<file path="config.mk">
export PLATFORM = sky130hd
export DESIGN_NAME = sram_port_arbiter
export DESIGN_NICKNAME = d
export VERILOG_FILES = /design/src/rtl/sram_port_arbiter.sv
export SDC_FILE = /design/constraint.sdc
export NUM_CORES = 1
export LEC_CHECK = 0
export ABC_AREA = 1
export CAP_MARGIN = 20
export CORE_ASPECT_RATIO = 0.5
export CORE_MARGIN = 8
export CORE_UTILIZATION = 44
export CTS_BUF_LIST = sky130_fd_sc_hd__clkbuf_8
export CTS_CLUSTER_DIAMETER = 100
export DETAILED_ROUTE_END_ITERATION = 12
export PLACE_DENSITY = 0.83
export SYNTH_ARGS = -nofsm -noshare
export SYNTH_HDL_FRONTEND = slang
export SYNTH_SLANG_ARGS = --single-unit
</file>
<file path="constraint.sdc">
create_clock -name clk -period 1.9 [get_ports clk]
set_clock_uncertainty 0.05 [all_clocks]
set_input_delay 0.475 -clock clk [delete_from_list [all_inputs] [get_ports clk]]
set_output_delay 0.475 -clock clk [all_outputs]
set_load 0.05 [all_outputs]
</file>
<file path="src/rtl/sram_port_arbiter.sv">
// sram_port_arbiter: two-port req/ack arbiter in front of a single-port SRAM.
// Port 0 is the ALU load/store path and port 1 is the host/test path.
// The SRAM address, data and write-enable are driven from registers.
// Ports:
//   clk, reset                       clock; asynchronous active-high reset
//   req/we/addr/wdata/ack (0 and 1)  per-port request and completion pulse
//   rdata                            read data, valid while ack0|ack1
//   sram_a/sram_d/sram_w/sram_q      SRAM interface
//   busy, gnt_id, proto_err          status outputs
module sram_port_arbiter #(
  parameter int AW        = 8,
  parameter int DW        = 8,
  parameter int FIXED_PRI = 0
) (
  input  logic          clk,
  input  logic          reset,
  input  logic          req0,
  input  logic          we0,
  input  logic [AW-1:0] addr0,
  input  logic [DW-1:0] wdata0,
  output logic          ack0,
  input  logic          req1,
  input  logic          we1,
  input  logic [AW-1:0] addr1,
  input  logic [DW-1:0] wdata1,
  output logic          ack1,
  output logic [DW-1:0] rdata,
  output logic [AW-1:0] sram_a,
  output logic [DW-1:0] sram_d,
  output logic          sram_w,
  input  logic [DW-1:0] sram_q,
  output logic          busy,
  output logic          gnt_id,
  output logic          proto_err
);

  typedef enum logic [1:0] {
    IDLE   = 2'd0,
    ACCESS = 2'd1,
    RESP   = 2'd2
  } state_t;

  state_t state, state_nxt;

  logic          last_grant;
  logic          any_req;
  logic          win;
  logic          g_req;
  logic          g_we;
  logic [AW-1:0] g_addr;
  logic [DW-1:0] g_wdata;

  assign any_req = req0 | req1;

  always_comb begin
    win = 1'b0;
    if (FIXED_PRI != 0)
      win = !req0;
    else if (req0 && req1)
      win = !last_grant;
    else
      win = !req0;
  end

  // Live inputs of the port that owns the current transaction.
  always_comb begin
    g_req   = gnt_id ? req1   : req0;
    g_we    = gnt_id ? we1    : we0;
    g_addr  = gnt_id ? addr1  : addr0;
    g_wdata = gnt_id ? wdata1 : wdata0;
  end

  always_ff @(posedge clk or posedge reset) begin
    if (reset)
      state <= IDLE;
    else
      state <= state_nxt;
  end

  always_comb begin
    state_nxt = state;
    busy      = 1'b0;
    ack0      = 1'b0;
    ack1      = 1'b0;
    rdata     = '0;
    case (state)
      IDLE: begin
        if (any_req)
          state_nxt = ACCESS;
      end
      ACCESS: begin
        busy      = 1'b1;
        state_nxt = RESP;
      end
      RESP: begin
        busy      = 1'b1;
        ack0      = !gnt_id;
        ack1      = gnt_id;
        rdata     = sram_q;
        state_nxt = IDLE;
      end
      default: state_nxt = IDLE;
    endcase
  end

  always_ff @(posedge clk or posedge reset) begin
    if (reset) begin
      sram_a     <= '0;
      sram_d     <= '0;
      sram_w     <= 1'b0;
      gnt_id     <= 1'b0;
      last_grant <= 1'b1;
      proto_err  <= 1'b0;
    end else begin
      case (state)
        IDLE: begin
          if (any_req) begin
            sram_a     <= win ? addr1  : addr0;
            sram_d     <= win ? wdata1 : wdata0;
            sram_w     <= win ? we1    : we0;
            gnt_id     <= win;
            last_grant <= win;
          end
        end
        ACCESS: begin
          sram_w <= 1'b0;
          // sram_a/d/w still hold the captured request here, so they double as the reference.
          if (!g_req || g_addr != sram_a || g_wdata != sram_d || g_we != sram_w)
            proto_err <= 1'b1;
        end
        RESP: begin
          if (!g_req)
            proto_err <= 1'b1;
        end
        default: ;
      endcase
    end
  end

endmodule

</file>
Yosys cells after proc, flatten, opt, wreduce, memory -nomap -nowiden
Index checks and enable logic that the tools add are counted.
W data, S select, Z words.
{"block": "totals", "ff_bits": 22, "wordCells": 50, "output_inout_bits": 30}
{"block": "classes", "reduce_logical": 15, "bitwise_logic": 1, "n_mux": 19, "eq_ne": 8}
{"operator": "$mux W8", "count": 5}
{"operator": "$ne A8 B8 Y1", "count": 2}
{"operator": "$mux W1", "count": 10}
{"operator": "$ne A2 B2 Y1 const B", "count": 3}
{"operator": "$logic_not A1 Y1", "count": 4}
{"operator": "$pmux W1 S2", "count": 2}
{"operator": "$pmux W2 S2", "count": 1}
{"operator": "$reduce_and A2 Y1", "count": 2}
{"operator": "$reduce_bool A2 Y1", "count": 2}
{"operator": "$logic_or A1 B1 Y1", "count": 3}
{"operator": "$reduce_and A3 Y1", "count": 1}
{"operator": "$eq A2 B1 Y1 const B", "count": 1}
{"operator": "$eq A2 B2 Y1 const B", "count": 1}
{"operator": "$logic_not A2 Y1", "count": 1}
{"operator": "$mux W2", "count": 1}
{"operator": "$reduce_or A2 Y1", "count": 1}
{"operator": "$logic_and A1 B1 Y1", "count": 1}
{"operator": "$ne A1 B1 Y1", "count": 1}
{"operator": "$or A1 B1 Y1", "count": 1}

Depth between registers and ports, before layout
{"block": "logic_depth", "word_depth": 7, "depth_mapped": 15}

Worst setup path after synthesis
No wires, ideal clock.
{"block": "synth_path", "path_kind": "flip-flop to output port", "startpoint": "register gnt_id", "endpoint": "output ack0", "t_arrival_ns": 1.576, "setup_slack_ns": -0.201, "path_buffers": 2, "required_time_ns": 1.375, "stages_incl_launch_ff": 4, "path_cell_list": "dfrtp_1 > buf_6 > buf_6 > nor2_1"}
{"block": "synth_via", "elab_chain_cells": 2}
{"item": "start: declaration", "line_no": "33", "source": "output logic gnt_id,"}
{"item": "start signal: assignment", "line_no": "121", "source": "gnt_id <= win;"}
{"item": "$logic_not A1 Y1", "line_no": "97", "source": "ack0 = !gnt_id;"}
{"item": "$mux W1", "line_no": "86", "source": "case (state)"}
{"item": "end: declaration", "line_no": "21", "source": "output logic ack0,"}
Every way passes these cells.

Final worst setup path
{"block": "layout_path", "startpoint": "register state[0]", "endpoint": "output rdata[2]"}
{"block": "layout_via", "elab_chain_cells": 2}
{"item": "start: declaration", "line_no": "43", "source": "state_t state, state_nxt;"}
{"item": "start signal: assignment", "line_no": "77", "source": "state <= state_nxt;"}
{"item": "$eq A2 B2 Y1", "line_no": "86"}
{"item": "$mux W8", "line_no": "86"}
{"item": "end: declaration", "line_no": "27", "source": "output logic [DW-1:0] rdata,"}
Every way passes these cells.

==> results.md <==
- Status: finished clean
- Core area: 0.00382 mm²
- Worst path max stage delay: 400 ps
- Share of layout cells above drive strength 1: 0.174
- Cell variety after synth: 25
- Leak pwr: 1.41 nW
- Area of the multi-input gates: 920 µm²
- R2R depth: 13
- Number of synthesized register bits: 22
- Worst Setup SP: state[0]$_DFFE_PP0P_
- Crit path kind: reg2out
- Ys Warns: 0
- Final Hold Vio Count: 0
- Area growth from synthesis to layout: 56.6%
- Post-route minimum period: 1850 ps
- Post-DP HPWL: 4.45 mm
- Vias/cell: 4.86
- Slew headroom: 0.702
- Flip-flop and latch area: 552 µm²
- Post-Synth XOR/XNOR Area: 0.0102
- Final setup margin: 51.6 ps
- Setup crit end: rdata[2]
- Fill cell count: 338
- Die span in y: 60.3 µm
- DRT antenna net count: 0
- Cells after Synth: 273
- Fin crit share: 0.973
- GR Util met2: 0.325
- CTS Sinks: 22
- Synth Cell Area: 0.00173 mm²
- Clk root buf: clkbuf_8
- CTS tree: yes
- Worst slack at placement: -92.7 ps
- Grt ovf: 0
- First-pass DRT Iterations: 5
- Reg2reg start: gnt_id$_DFFE_PP0P_
- Clock slew at reported path FFs: 80 ps
- Clock Latency Late Sink: 270 ps
- Slew Limit Fails: 0
- Routed WL: 5.67 mm
- DR iter-0 viols: 141
- Mapped Nets: 322
- WP data required: 1370 ps
- Power per standard cell area: 1750 mW/mm²
- Total GRT Usage: 0.178
- Met1 Use GR: 0.217
- Cell repeated most along the worst path: buf_12
- # rows: 16
- Multiplexer share of the synthesized area: 0
- Most frequent cells in the layout: 91 x nand2_1, 45 x clkdlybuf4s50_1, 44 x inv_1, 30 x o21ai_0, 24 x buf_4
- CP max FO: 8
- Setup TNS: 0 ps
- Worst IR drop on VDD: 0.912 mV
- Data arrival, critical path: 1320 ps
- Placed inst area: 0.00264 mm²
- R2R setup slack: 160 ps
- GR peak layer: met2
- Worst-margin pin slew: 446 ps
- Max_cap viols: 0
- Vias in the first global route: 1914
- GRT met3 Usage: 0.0312
- Port buffer count: 75
- Ant diodes: 0
- Fin area: 0.00270 mm²
- Register area share after synthesis: 0.320
- Global-route wire length before repair: 9.18 mm
- Largest family of logic cells by synthesized area: simple AND/OR/NAND/NOR gates
- Avg Cell Area, Syn: 6.32 µm²
- Most common cell after layout, fill and taps aside: nand2_1
- Fin util: 0.707
- Crit path cell chain: inv_2, ha_4, buf_12, nand2_1, inv_1, buf_12
- Fmax: 541 MHz
- Area of the die: 0.00630 mm²
- Startpoint Class: flip-flop
- Hold crit path type: reg2reg
- Largest net degree at the start of global routing: 29
- Crit end category: output port
- I/O pin count: 76
- CP delay by family, top: buffers and inverters
- Initial Util: 0.451
- WP buf/inv: 4
- Clock Tree Buf Depth: 2
- Die W: 105 µm
- Simple-Gate Fraction of Synth Area: 0.326
- Final setup viols: 0
- DR WL/cell: 14.0 µm
- Initial antenna violation count: 0
- CP Depth: 6
- Synth Area in Adders: 0.0218
- Final net count: 401
- CP max-delay cell: dfrtp_1
- Complex-gate fraction of the synthesized area: 0.165
- Worst R2R End: proto_err$_DFFE_PP0P_
- H-tree depth reported by CTS: 1
- Placer Congestion: 0.844
- Via count: 1967
- CTS buffer count: 3
- # DRC: 0
## layout make-up
| type | count | share of cell area |
|---|---|---|
| timing repair buffer | 84 | 0.344 |
| multi-input combinational | 193 | 0.340 |
| sequential | 22 | 0.204 |
| inverter | 48 | 0.0694 |
| tap | 54 | 0.0250 |
| clock buffer | 3 | 0.0153 |
| clock inverter | 1 | 0.00139 |
## how the worst min path moves through the flow
stage | start | to | slack, ps | depth (start not counted)
2_1_floorplan | reset | gnt_id$_DFFE_PP0P_ | 410 | 1
3_3_place_gp | proto_err$_DFFE_PP0P_ | proto_err$_DFFE_PP0P_ | 410 | 2
3_5_place_dp | proto_err$_DFFE_PP0P_ | proto_err$_DFFE_PP0P_ | 420 | 2
4_1_cts | proto_err$_DFFE_PP0P_ | proto_err$_DFFE_PP0P_ | 430 | 2
5_1_grt | proto_err$_DFFE_PP0P_ | proto_err$_DFFE_PP0P_ | 490 | 2
6_report | proto_err$_DFFE_PP0P_ | proto_err$_DFFE_PP0P_ | 430 | 2
## metrics by stage
| step | std cells | total power [W] | hold WS (ps) |
|---|---|---|---|
| floorplan | 273 | 0.00319 | 413 |
| global placement | 400 | 0.00429 | 411 |
| detailed placement | 400 | 0.00439 | 415 |
| CTS | 404 | 0.00472 | 433 |
| global route | 405 | 0.00505 | 491 |
| finish | 405 | 0.00473 | 430 |
## Yosys cell counts
cell,count,share of area
dfrtp_1,21,0.30
buf_12,1,0.012
nor2_1,17,0.037
nand3_2,1,0.0058
ha_1,3,0.022
dfstp_2,1,0.015
inv_2,1,0.0022
nand2_4,1,0.0065
buf_6,4,0.026
clkbuf_1,5,0.011
clkinv_1,1,0.0022
o21ai_0,30,0.087
a21oi_2,2,0.010
or2_1,1,0.0036
xor2_1,2,0.010
o22ai_1,8,0.029
o21ai_1,1,0.0029
inv_8,1,0.0065
nand2_2,6,0.022
inv_1,45,0.098
o211ai_1,1,0.0044
nand2_1,91,0.20
nand3_1,17,0.049
or2_2,1,0.0036
a21oi_1,11,0.032
## worst min-delay path, stage by stage (launching register included)
cell and delay (ps):
dfrtp_1 350, inv_1 50, nand2_1 50
## sequential cells by signal, indices dropped and copies added (netlist names)
register and flops:
sram_d 8, gnt_id 1, proto_err 1, state 2, sram_a 8, last_grant 1
sram_w 1
## power breakdown
part           switching [W]  leakage, nW  internal [W]
registers           0.000182        0.262      0.000710
logic                0.00223         1.13       0.00131
clock network       0.000154       0.0269      0.000144
total                0.00256         1.41       0.00216
## logic make-up (layout without fill, tap and decap cells)
| kind of cell | Yosys count | after routing |
|---|---|---|
| fa+ha+maj | 3 | 3 |
| compound gates | 53 | 53 |
| xor+xnor | 2 | 2 |
| flops | 22 | 22 |
| simple gates | 135 | 135 |
| buf+inv | 58 | 136 |
## routing by layer
layer  routed length [µm]  vias to the layer above
li1                     -                     1002
met1                 2420                      884
met2                 2880                       74
met3                  303                        7
met4                   68                        0
met5                    0                        -
## timing repair
item / CTS / global route
setup endpoints to repair: 9 / 8
resized for setup: 3 / 2
setup buffers: 0 / 1
pin swaps: 0 / 0
endpoints found under the hold margin: 0 / 0
gates cloned: 0 / 0
hold buffers: 0 / 0
Note: power is estimated with default switching activity, not from simulation.
